===== src/rtl/ot_receiver_if.sv =====
// Receive-side bus bundle: serial line, tick, consumer handshake and status.
// master = receiver (ot_receiver), slave = line driver / consumer.
interface ot_receiver_if #(
  parameter int unsigned DATA_BITS = 8
) ();
  logic                 Rx;
  logic                 clken;
  logic                 ready_clr;
  logic [DATA_BITS-1:0] data_out;
  logic                 ready;
  logic                 Rx_busy;
  logic                 frame_err;

  modport master (
    input  Rx, clken, ready_clr,
    output data_out, ready, Rx_busy, frame_err
  );

  modport slave (
    output Rx, clken, ready_clr,
    input  data_out, ready, Rx_busy, frame_err
  );
endinterface


===== src/rtl/ot_receiver.sv =====
// UART receiver: 16x oversampled start + DATA_BITS (LSB first) + stop frame.
// Optional stop-bit checking and sticky frame_err via `OT_RX_FRAME_CHECK_EN.
module ot_receiver #(
  parameter int unsigned DATA_BITS = 8
) (
  input  logic             clk_50m,
  input  logic             rstn,
  ot_receiver_if.master    bus
);
  localparam int unsigned BW = (DATA_BITS > 1) ? $clog2(DATA_BITS) : 1;

  typedef enum logic [1:0] {IDLE, START, DATA, STOP} state_t;

  logic                 rx_meta, rx_s;
  state_t               state, state_nx;
  logic [3:0]           sample, sample_nx;
  logic [BW-1:0]        bit_pos, bit_pos_nx;
  logic [DATA_BITS-1:0] scratch, scratch_nx;
  logic [DATA_BITS-1:0] data_q, data_nx;
  logic                 ready_q, ready_nx;
  logic                 busy_q;
`ifdef OT_RX_FRAME_CHECK_EN
  logic                 ferr_q, ferr_nx;
`endif

  // Two-stage synchronizer for the asynchronous line, idling high
  always_ff @(posedge clk_50m) begin
    if (!rstn) begin
      rx_meta <= 1'b1;
      rx_s    <= 1'b1;
    end else begin
      rx_meta <= bus.Rx;
      rx_s    <= rx_meta;
    end
  end

  // Next-state, counters, shift register and output updates
  always_comb begin
    state_nx   = state;
    sample_nx  = sample;
    bit_pos_nx = bit_pos;
    scratch_nx = scratch;
    data_nx    = data_q;
    ready_nx   = ready_q;
`ifdef OT_RX_FRAME_CHECK_EN
    ferr_nx    = ferr_q;
`endif

    if (bus.ready_clr) begin
      ready_nx = 1'b0;
`ifdef OT_RX_FRAME_CHECK_EN
      ferr_nx  = 1'b0;
`endif
    end

    case (state)
      IDLE: begin
        if (bus.clken && !rx_s) begin
          sample_nx = 4'd0;
          state_nx  = START;
        end
      end
      START: begin
        if (bus.clken) begin
          sample_nx = sample + 4'd1;
          if (sample == 4'd7) begin
            if (!rx_s) begin
              sample_nx  = 4'd0;
              bit_pos_nx = '0;
              state_nx   = DATA;
            end else begin
              state_nx = IDLE;
            end
          end
        end
      end
      DATA: begin
        if (bus.clken) begin
          sample_nx = sample + 4'd1;
          if (sample == 4'd15) begin
            scratch_nx[bit_pos] = rx_s;
            sample_nx = 4'd0;
            if (bit_pos == BW'(DATA_BITS - 1)) state_nx = STOP;
            else bit_pos_nx = bit_pos + BW'(1);
          end
        end
      end
      STOP: begin
        if (bus.clken) begin
          sample_nx = sample + 4'd1;
          if (sample == 4'd15) begin
            sample_nx = 4'd0;
            state_nx  = IDLE;
`ifdef OT_RX_FRAME_CHECK_EN
            if (rx_s) begin
              data_nx  = scratch;
              ready_nx = 1'b1;
            end else begin
              ferr_nx = 1'b1;
            end
`else
            data_nx  = scratch;
            ready_nx = 1'b1;
`endif
          end
        end
      end
      default: state_nx = IDLE;
    endcase
  end

  // State and datapath registers; busy is registered from the next state
  always_ff @(posedge clk_50m) begin
    if (!rstn) begin
      state   <= IDLE;
      sample  <= 4'd0;
      bit_pos <= '0;
      scratch <= '0;
      data_q  <= '0;
      ready_q <= 1'b0;
      busy_q  <= 1'b0;
`ifdef OT_RX_FRAME_CHECK_EN
      ferr_q  <= 1'b0;
`endif
    end else begin
      state   <= state_nx;
      sample  <= sample_nx;
      bit_pos <= bit_pos_nx;
      scratch <= scratch_nx;
      data_q  <= data_nx;
      ready_q <= ready_nx;
      busy_q  <= (state_nx != IDLE);
`ifdef OT_RX_FRAME_CHECK_EN
      ferr_q  <= ferr_nx;
`endif
    end
  end

  assign bus.data_out = data_q;
  assign bus.ready    = ready_q;
  assign bus.Rx_busy  = busy_q;
`ifdef OT_RX_FRAME_CHECK_EN
  assign bus.frame_err = ferr_q;
`else
  assign bus.frame_err = 1'b0;
`endif

endmodule


===== src/flat_wrapper.sv =====
// flat-port wrapper written by rule: the top's interface ports become plain ports
module ot_receiver_flat 
#(
  parameter int unsigned DATA_BITS = 8
)
  (clk_50m, rstn, bus_Rx, bus_clken, bus_ready_clr, bus_data_out, bus_ready, bus_Rx_busy, bus_frame_err);
  ot_receiver_if #(.DATA_BITS(DATA_BITS)) bus_i ();
  input  logic clk_50m;
  input  logic rstn;
  input wire logic [$bits(bus_i.Rx)-1:0] bus_Rx;
  input wire logic [$bits(bus_i.clken)-1:0] bus_clken;
  input wire logic [$bits(bus_i.ready_clr)-1:0] bus_ready_clr;
  output wire logic [$bits(bus_i.data_out)-1:0] bus_data_out;
  output wire logic [$bits(bus_i.ready)-1:0] bus_ready;
  output wire logic [$bits(bus_i.Rx_busy)-1:0] bus_Rx_busy;
  output wire logic [$bits(bus_i.frame_err)-1:0] bus_frame_err;
  assign bus_i.Rx = bus_Rx;
  assign bus_i.clken = bus_clken;
  assign bus_i.ready_clr = bus_ready_clr;
  assign bus_data_out = bus_i.data_out;
  assign bus_ready = bus_i.ready;
  assign bus_Rx_busy = bus_i.Rx_busy;
  assign bus_frame_err = bus_i.frame_err;
  ot_receiver #(.DATA_BITS(DATA_BITS)) u_core (.clk_50m(clk_50m), .rstn(rstn), .bus(bus_i));
endmodule

===== config.mk =====
export PLATFORM = sky130hd
export DESIGN_NAME = ot_receiver_flat
export DESIGN_NICKNAME = d
export VERILOG_FILES = /design/src/rtl/ot_receiver_if.sv /design/src/rtl/ot_receiver.sv /design/src/flat_wrapper.sv
export SDC_FILE = /design/constraint.sdc
export NUM_CORES = 1
export LEC_CHECK = 0
export ABC_AREA = 1
export CORE_AREA = 3 3 71 73
export CTS_CLUSTER_SIZE = 24
export DETAILED_ROUTE_END_ITERATION = 16
export DIE_AREA = 0 0 74 76
export GPL_TIMING_DRIVEN = 0
export MAX_ROUTING_LAYER = met4
export SETUP_SLACK_MARGIN = 0.1
export SLEW_MARGIN = 30
export SYNTH_ARGS = -nofsm -noshare
export SYNTH_HDL_FRONTEND = slang
export SYNTH_SLANG_ARGS = --single-unit

===== constraint.sdc =====
create_clock -name clk_50m -period 2.4 [get_ports clk_50m]
set_input_delay 0.48 -clock clk_50m [delete_from_list [all_inputs] [get_ports clk_50m]]
set_output_delay 0.48 -clock clk_50m [all_outputs]
set_load 0.03 [all_outputs]

---- Word-level counts from Yosys, hierarchy flattened ----
Index checks and enable logic that the tools add are counted.
storage, ports and cells
  logic and storage cells ................. 69
  register bits ........................... 29
  output and inout port bits .............. 11
  input bits .............................. 5
operators by class
  reductions and logical operators ........ 11
  equal/unequal tests ..................... 14
  order comparisons ....................... 2
  add/subtract/negate cells ............... 2
  muxes and demuxes ....................... 31
operator list
  kind                   number
  $mux W4                6
  $mux W2                9
  $mux W3                6
  $pmux W4 S3            1
  $reduce_and A3 Y1      3
  $bwmux W8              1
  $ne A2 B1 Y1 const B   4
  $ne A2 B2 Y1 const B   4
  $pmux W2 S4            1
  $reduce_and A7 Y1      1
  $pmux W3 S2            1
  $mux W1                5
  $add A4 B1 Y4 const B  1
  $eq A2 B2 Y1 const B   2
  $eq A4 B3 Y1 const B   1
  $eq A4 B4 Y1 const B   1
  $lt A3 B4 Y1 const B   1
  $reduce_bool A2 Y1     2
  $add A3 B1 Y3 const B  1
  $demux W1 S3           1
  $eq A3 B3 Y1 const B   1
  $ge A3 B1 Y1 const B   1
  $eq A2 B1 Y1 const B   1
  $logic_and A1 B1 Y1    2
  other kinds (3)        3

---- Depth between registers and ports, before layout ----
  depth in word-level cells ............... 6
  mapped depth ............................ 8
  mapped depth without buffers ............ 8

---- Worst setup path after synthesis ----
No wires, ideal clock.
  path kind ............................... flip-flop to flip-flop
  from .................................... reg u_core.bit_pos[1]
  to ...................................... reg u_core.bit_pos[1]
  setup slack ............................. 1.109 ns
  data required time ...................... 2.287 ns
  setup time .............................. 0.113 ns
  cell stages (with the launch flop) ...... 9
  clock period less this slack ............ 1.291 ns
  data arrival time ....................... 1.179 ns
  path buffers ............................ 0
  cells stage by stage .................... dfxtp_1 -> ha_1 -> ha_1 -> nand3_1 -> nand3_2 -> nor2_4 -> nand2_1 -> nand2_1 -> nor2_1
on the way
  longest elaborated chain between the ends .. 5
  elaborated cells between the ends (all ways) .. 8
  those cells by class .................... 1 x add/sub; 2 x eq/ne; 4 x mux; 1 x reduce/logical
ends and longest elaborated chain
  what                    line                RTL
  start, declared         ot_receiver.sv:17   logic [BW-1:0] bit_pos, bit_pos_nx;
  start signal, assigned  ot_receiver.sv:128  bit_pos <= bit_pos_nx;
  $add A3 B1 Y3           ot_receiver.sv:84   else bit_pos_nx = bit_pos + BW'(1);
  $mux W3                 ot_receiver.sv:83   if (bit_pos == BW'(DATA_BITS - 1)) state_nx = STOP;
  $mux W3                 ot_receiver.sv:80   if (sample == 4'd15) begin
  $mux W3                 ot_receiver.sv:78   if (bus.clken) begin
  $pmux W3 S2             ot_receiver.sv:56   case (state)
Several ways; a longest one is shown, not always the timed one. The select of a mux whose other input is x is not followed.
A chain may end at the register's enable or synchronous reset.

---- Final worst setup path ----
  from .................................... reg u_core.data_q[0] (netlist: u_core.bus.data_out[0])
  to ...................................... out bus_data_out[0]
RTL lines
  what                    line                RTL
  start, declared         ot_receiver.sv:19   logic [DATA_BITS-1:0] data_q, data_nx;
  start signal, assigned  ot_receiver.sv:130  data_q <= data_nx;
  end, declared           flat_wrapper.sv:13  output wire logic [$bits(bus_i.data_out)-1:0] bus_data_out;
No word-level cell between the ends.

==> summary.txt <==
most instantiated flip-flop cell in the synthesis netlist: sky130_fd_sc_hd__dfxtp_1
Worst R2R Start: u_core.sample[0]
required time reported for the critical path endpoint: 1.92 ns
Net Count, Synth: 198
internal power consumption: 841 uW
hold bufs inserted after CTS: 0
cells along the critical path: clkdlybuf4s50_1
proportion of synthesized chip area in sequential cells: 43.2%
pin count of the biggest net entering global routing: 11
endpoint of the most critical register-to-register path: u_core.bus.Rx_busy
post-synth top area share: 43.2%
Bufs on Longest Clock Path: 2
end-of-flow core utilization: 37.7%
flip-flop and latch area: 581 um^2
number of instances in the synthesized netlist: 190
final HPWL from detailed placement: 2000 um
Static Leak: 0.699 nW
post-CTS repair timing setup buffer count: 0
smallest hold slack: 0.416 ns
top-count cell post-synth: sky130_fd_sc_hd__nand2_1
post-DR wirelength/cell: 10.6 um
Syn Area/Cell: 7.07 um^2
standard cell core area: 4410 um^2
list of most frequent post-synthesis cells: 40 x sky130_fd_sc_hd__nand2_1, 39 x sky130_fd_sc_hd__nor2_1, 29 x sky130_fd_sc_hd__dfxtp_1
routed wire length: 2810 um
# nets final: 219
largest fanout of any net on the critical path: 2
clock tree from TritonCTS: built
Synth-to-Final Area Change: 24.0%
Hold Path Depth: 1
Crit path buffers/inverters: 1
insertion delay of the later-clocked pin in the worst-skew pair: 0.28 ns
number of enable-type register cells in the synthesized netlist: 0
Antenna Cells: 0
Die Area: 5620 um^2
count of final max-slew check failures: 0
switching share of power: 20.2%
crit path max-delay cell type: sky130_fd_sc_hd__clkdlybuf4s50_1
family with the most delay on the worst path: buffers and inverters
main area contributors after synthesis: sky130_fd_sc_hd__dfxtp_1 43%, sky130_fd_sc_hd__nand2_1 11%, sky130_fd_sc_hd__nor2_1 11%
area occupied by multi-input gates: 658 um^2
post-synthesis instance area: 1340 um^2
Synth Register Bits: 29
Non-Filler Instances: 264
endpoint kind of the worst setup timing path: output pin
vias: 1173
async set-or-reset flop fraction in the synthesized netlist: 0%
power density over the cells: 633 nW/um^2
fill cell instance count of the final layout: 466
startpoint types: register
largest stage delay on the critical path: 0.67 ns
library cell occupying the most area in the post-synthesis netlist: sky130_fd_sc_hd__dfxtp_1
global route overflow: 0
overall die height: 76 um
quantity of gates resized following cts: 0
global-route wire length before repair: 5060 um
number of top-level design ports: 16
share of power burned in the clock network: 49.1%
hold violation total from the final report: 0
result of the run: finished, final reports clean
TritonCTS Sinks: 29
post-route clock skew: 0.00558 ns
violation count after the first detailed-routing iteration: 30
path class of the lowest-slack min-delay path: register to register
part of the total power dissipated in sequential elements: 46.5%
power dissipated by switching net loads: 213 uW
Rows: 24
combinational share of power: 4.4%
Root Buffer: sky130_fd_sc_hd__clkbuf_8
number of placed instances, taps included: 256
number of detailed-routing iterations run before antenna repair: 4
post-route design area: 1660 um^2
number of warning messages in the yosys log: 0
sum of negative setup slack: 0 ns
share of the cycle needed by the critical path after routing: 73.3%
Vias per Instance: 4.44
Port Buffers: 14
count of maximum capacitance violations: 0
setup repair after global routing missed its margin: false
Residual DRC: 0
Placed Area: 1550 um^2
FF-to-FF setup slack: 0.91 ns
effective utilization at floorplan: 30.4%
Fmax: 0.569 GHz
worst path arrival time: 1.28 ns
final setup violation count: 0
Hold Path End: u_core.rx_s
number of buffers added by the clock tree synthesis step: 5
Peak supply drop: 286 uV
register clock-pin slew on the reported worst setup and hold paths: 0.06 ns
global placer's final weighted congestion: 0.847
number of global-route vias before repair: 1128
total global routing track utilization: 11.7%
critical path start-end classification: register to output pin
Hold Crit Start: u_core.rx_meta
share of cells above drive strength 1: 12.3%
depth of the most critical reg-to-reg path: 7
Tmin final: 1.76 ns
die width: 74 um
H-tree levels: 2
distinct cell type count of the synthesized netlist: 26
initial antenna violation count: 0
final antenna-violating net count: 0
[flip-flops by register name (all words and copies together) (netlist names)]
register and cells:
u_core.bit_pos 3, u_core.bus.Rx_busy 1, u_core.rx_meta 1, u_core.bus.ready 1
u_core.bus.data_out 8, u_core.sample 4, u_core.scratch 8, u_core.state 2
u_core.rx_s 1
[cell families after synthesis]
logic type	count (synthesis)	share of synthesized area, %
AO/OA/AOI/OAI	27	10.6
flip-flops	29	43.2
other	1	0.279
AND/OR/NAND/NOR	107	35.3
adder cells (fa/ha/maj)	3	2.80
buffers and inverters	23	7.73
[layout by cell type (no fill, tap or decap)]
cell / synthesis / final
sky130_fd_sc_hd__a21oi_1: 10 / 10
sky130_fd_sc_hd__a21oi_2: 1 / 1
sky130_fd_sc_hd__buf_2: 1 / 1
sky130_fd_sc_hd__buf_4: 3 / 3
sky130_fd_sc_hd__bufinv_16: 0 / 1
sky130_fd_sc_hd__clkbuf_1: 1 / 2
sky130_fd_sc_hd__clkbuf_8: 0 / 6
sky130_fd_sc_hd__clkdlybuf4s50_1: 0 / 14
sky130_fd_sc_hd__clkinv_4: 1 / 1
sky130_fd_sc_hd__conb_1: 1 / 1
sky130_fd_sc_hd__dfxtp_1: 29 / 29
sky130_fd_sc_hd__ha_1: 3 / 3
sky130_fd_sc_hd__inv_1: 14 / 14
sky130_fd_sc_hd__inv_2: 3 / 3
sky130_fd_sc_hd__nand2_1: 40 / 40
sky130_fd_sc_hd__nand2_4: 1 / 1
sky130_fd_sc_hd__nand3_1: 15 / 15
sky130_fd_sc_hd__nand3_2: 2 / 2
sky130_fd_sc_hd__nand4_1: 1 / 1
sky130_fd_sc_hd__nor2_1: 39 / 39
sky130_fd_sc_hd__nor2_2: 3 / 3
sky130_fd_sc_hd__nor2_4: 2 / 2
sky130_fd_sc_hd__nor3_1: 1 / 1
sky130_fd_sc_hd__o21ai_0: 8 / 8
sky130_fd_sc_hd__o21ai_1: 6 / 6
sky130_fd_sc_hd__o21bai_1: 1 / 1
sky130_fd_sc_hd__o22ai_1: 1 / 1
sky130_fd_sc_hd__or2_1: 1 / 1
sky130_fd_sc_hd__or2_2: 2 / 2
[cell type report]
type / instances / area share [%]
Multi-Input combinational cell: 138 / 39.5
Clock inverter: 1 / 1.80
Tap cell: 52 / 3.91
Inverter: 18 / 4.36
Timing Repair Buffer: 14 / 8.42
Clock buffer: 7 / 5.19
Buffer: 5 / 1.88
Sequential cell: 29 / 34.9
[per-stage QoR]
stage | power [mW] | worst slack (ns)
after CTS | 1.06 | 0.628
after global routing | 1.10 | 0.592
final | 1.05 | 0.642
after global placement | 0.546 | 0.470
after detailed placement | 0.547 | 0.477
after floorplan | 0.529 | 1.11
[how the worst max path moves through the flow]
stage,slack (ns),start,depth (start not counted),to
after floorplan,1.11,u_core.bit_pos[1],8,u_core.bit_pos[1]
after global placement,0.47,bus_clken,7,u_core.bus.Rx_busy
after detailed placement,0.48,bus_clken,7,u_core.bus.Rx_busy
after CTS,0.63,u_core.bus.data_out[0],1,bus_data_out[0]
after global routing,0.59,u_core.bus.data_out[2],1,bus_data_out[2]
final,0.64,u_core.bus.data_out[0],1,bus_data_out[0]
[routing by layer]
layer | GRT usage [%] | vias to the layer above | wire (um)
li1 | - | 643 | -
met4 | 3.80 | 0 | 33
met1 | 15.5 | 505 | 1420
met2 | 16.8 | 20 | 1230
met3 | 3.83 | 5 | 123
met5 | - | - | 0
[power groups by stage]
stage	registers (mW)	logic [mW]	clock network, mW
final	0.490	0.0464	0.518
after global routing	0.490	0.0531	0.553
after CTS	0.490	0.0467	0.528
after detailed placement	0.501	0.0459	0
after global placement	0.501	0.0459	0
after floorplan	0.500	0.0290	0
(Power assumes the default switching activity.)
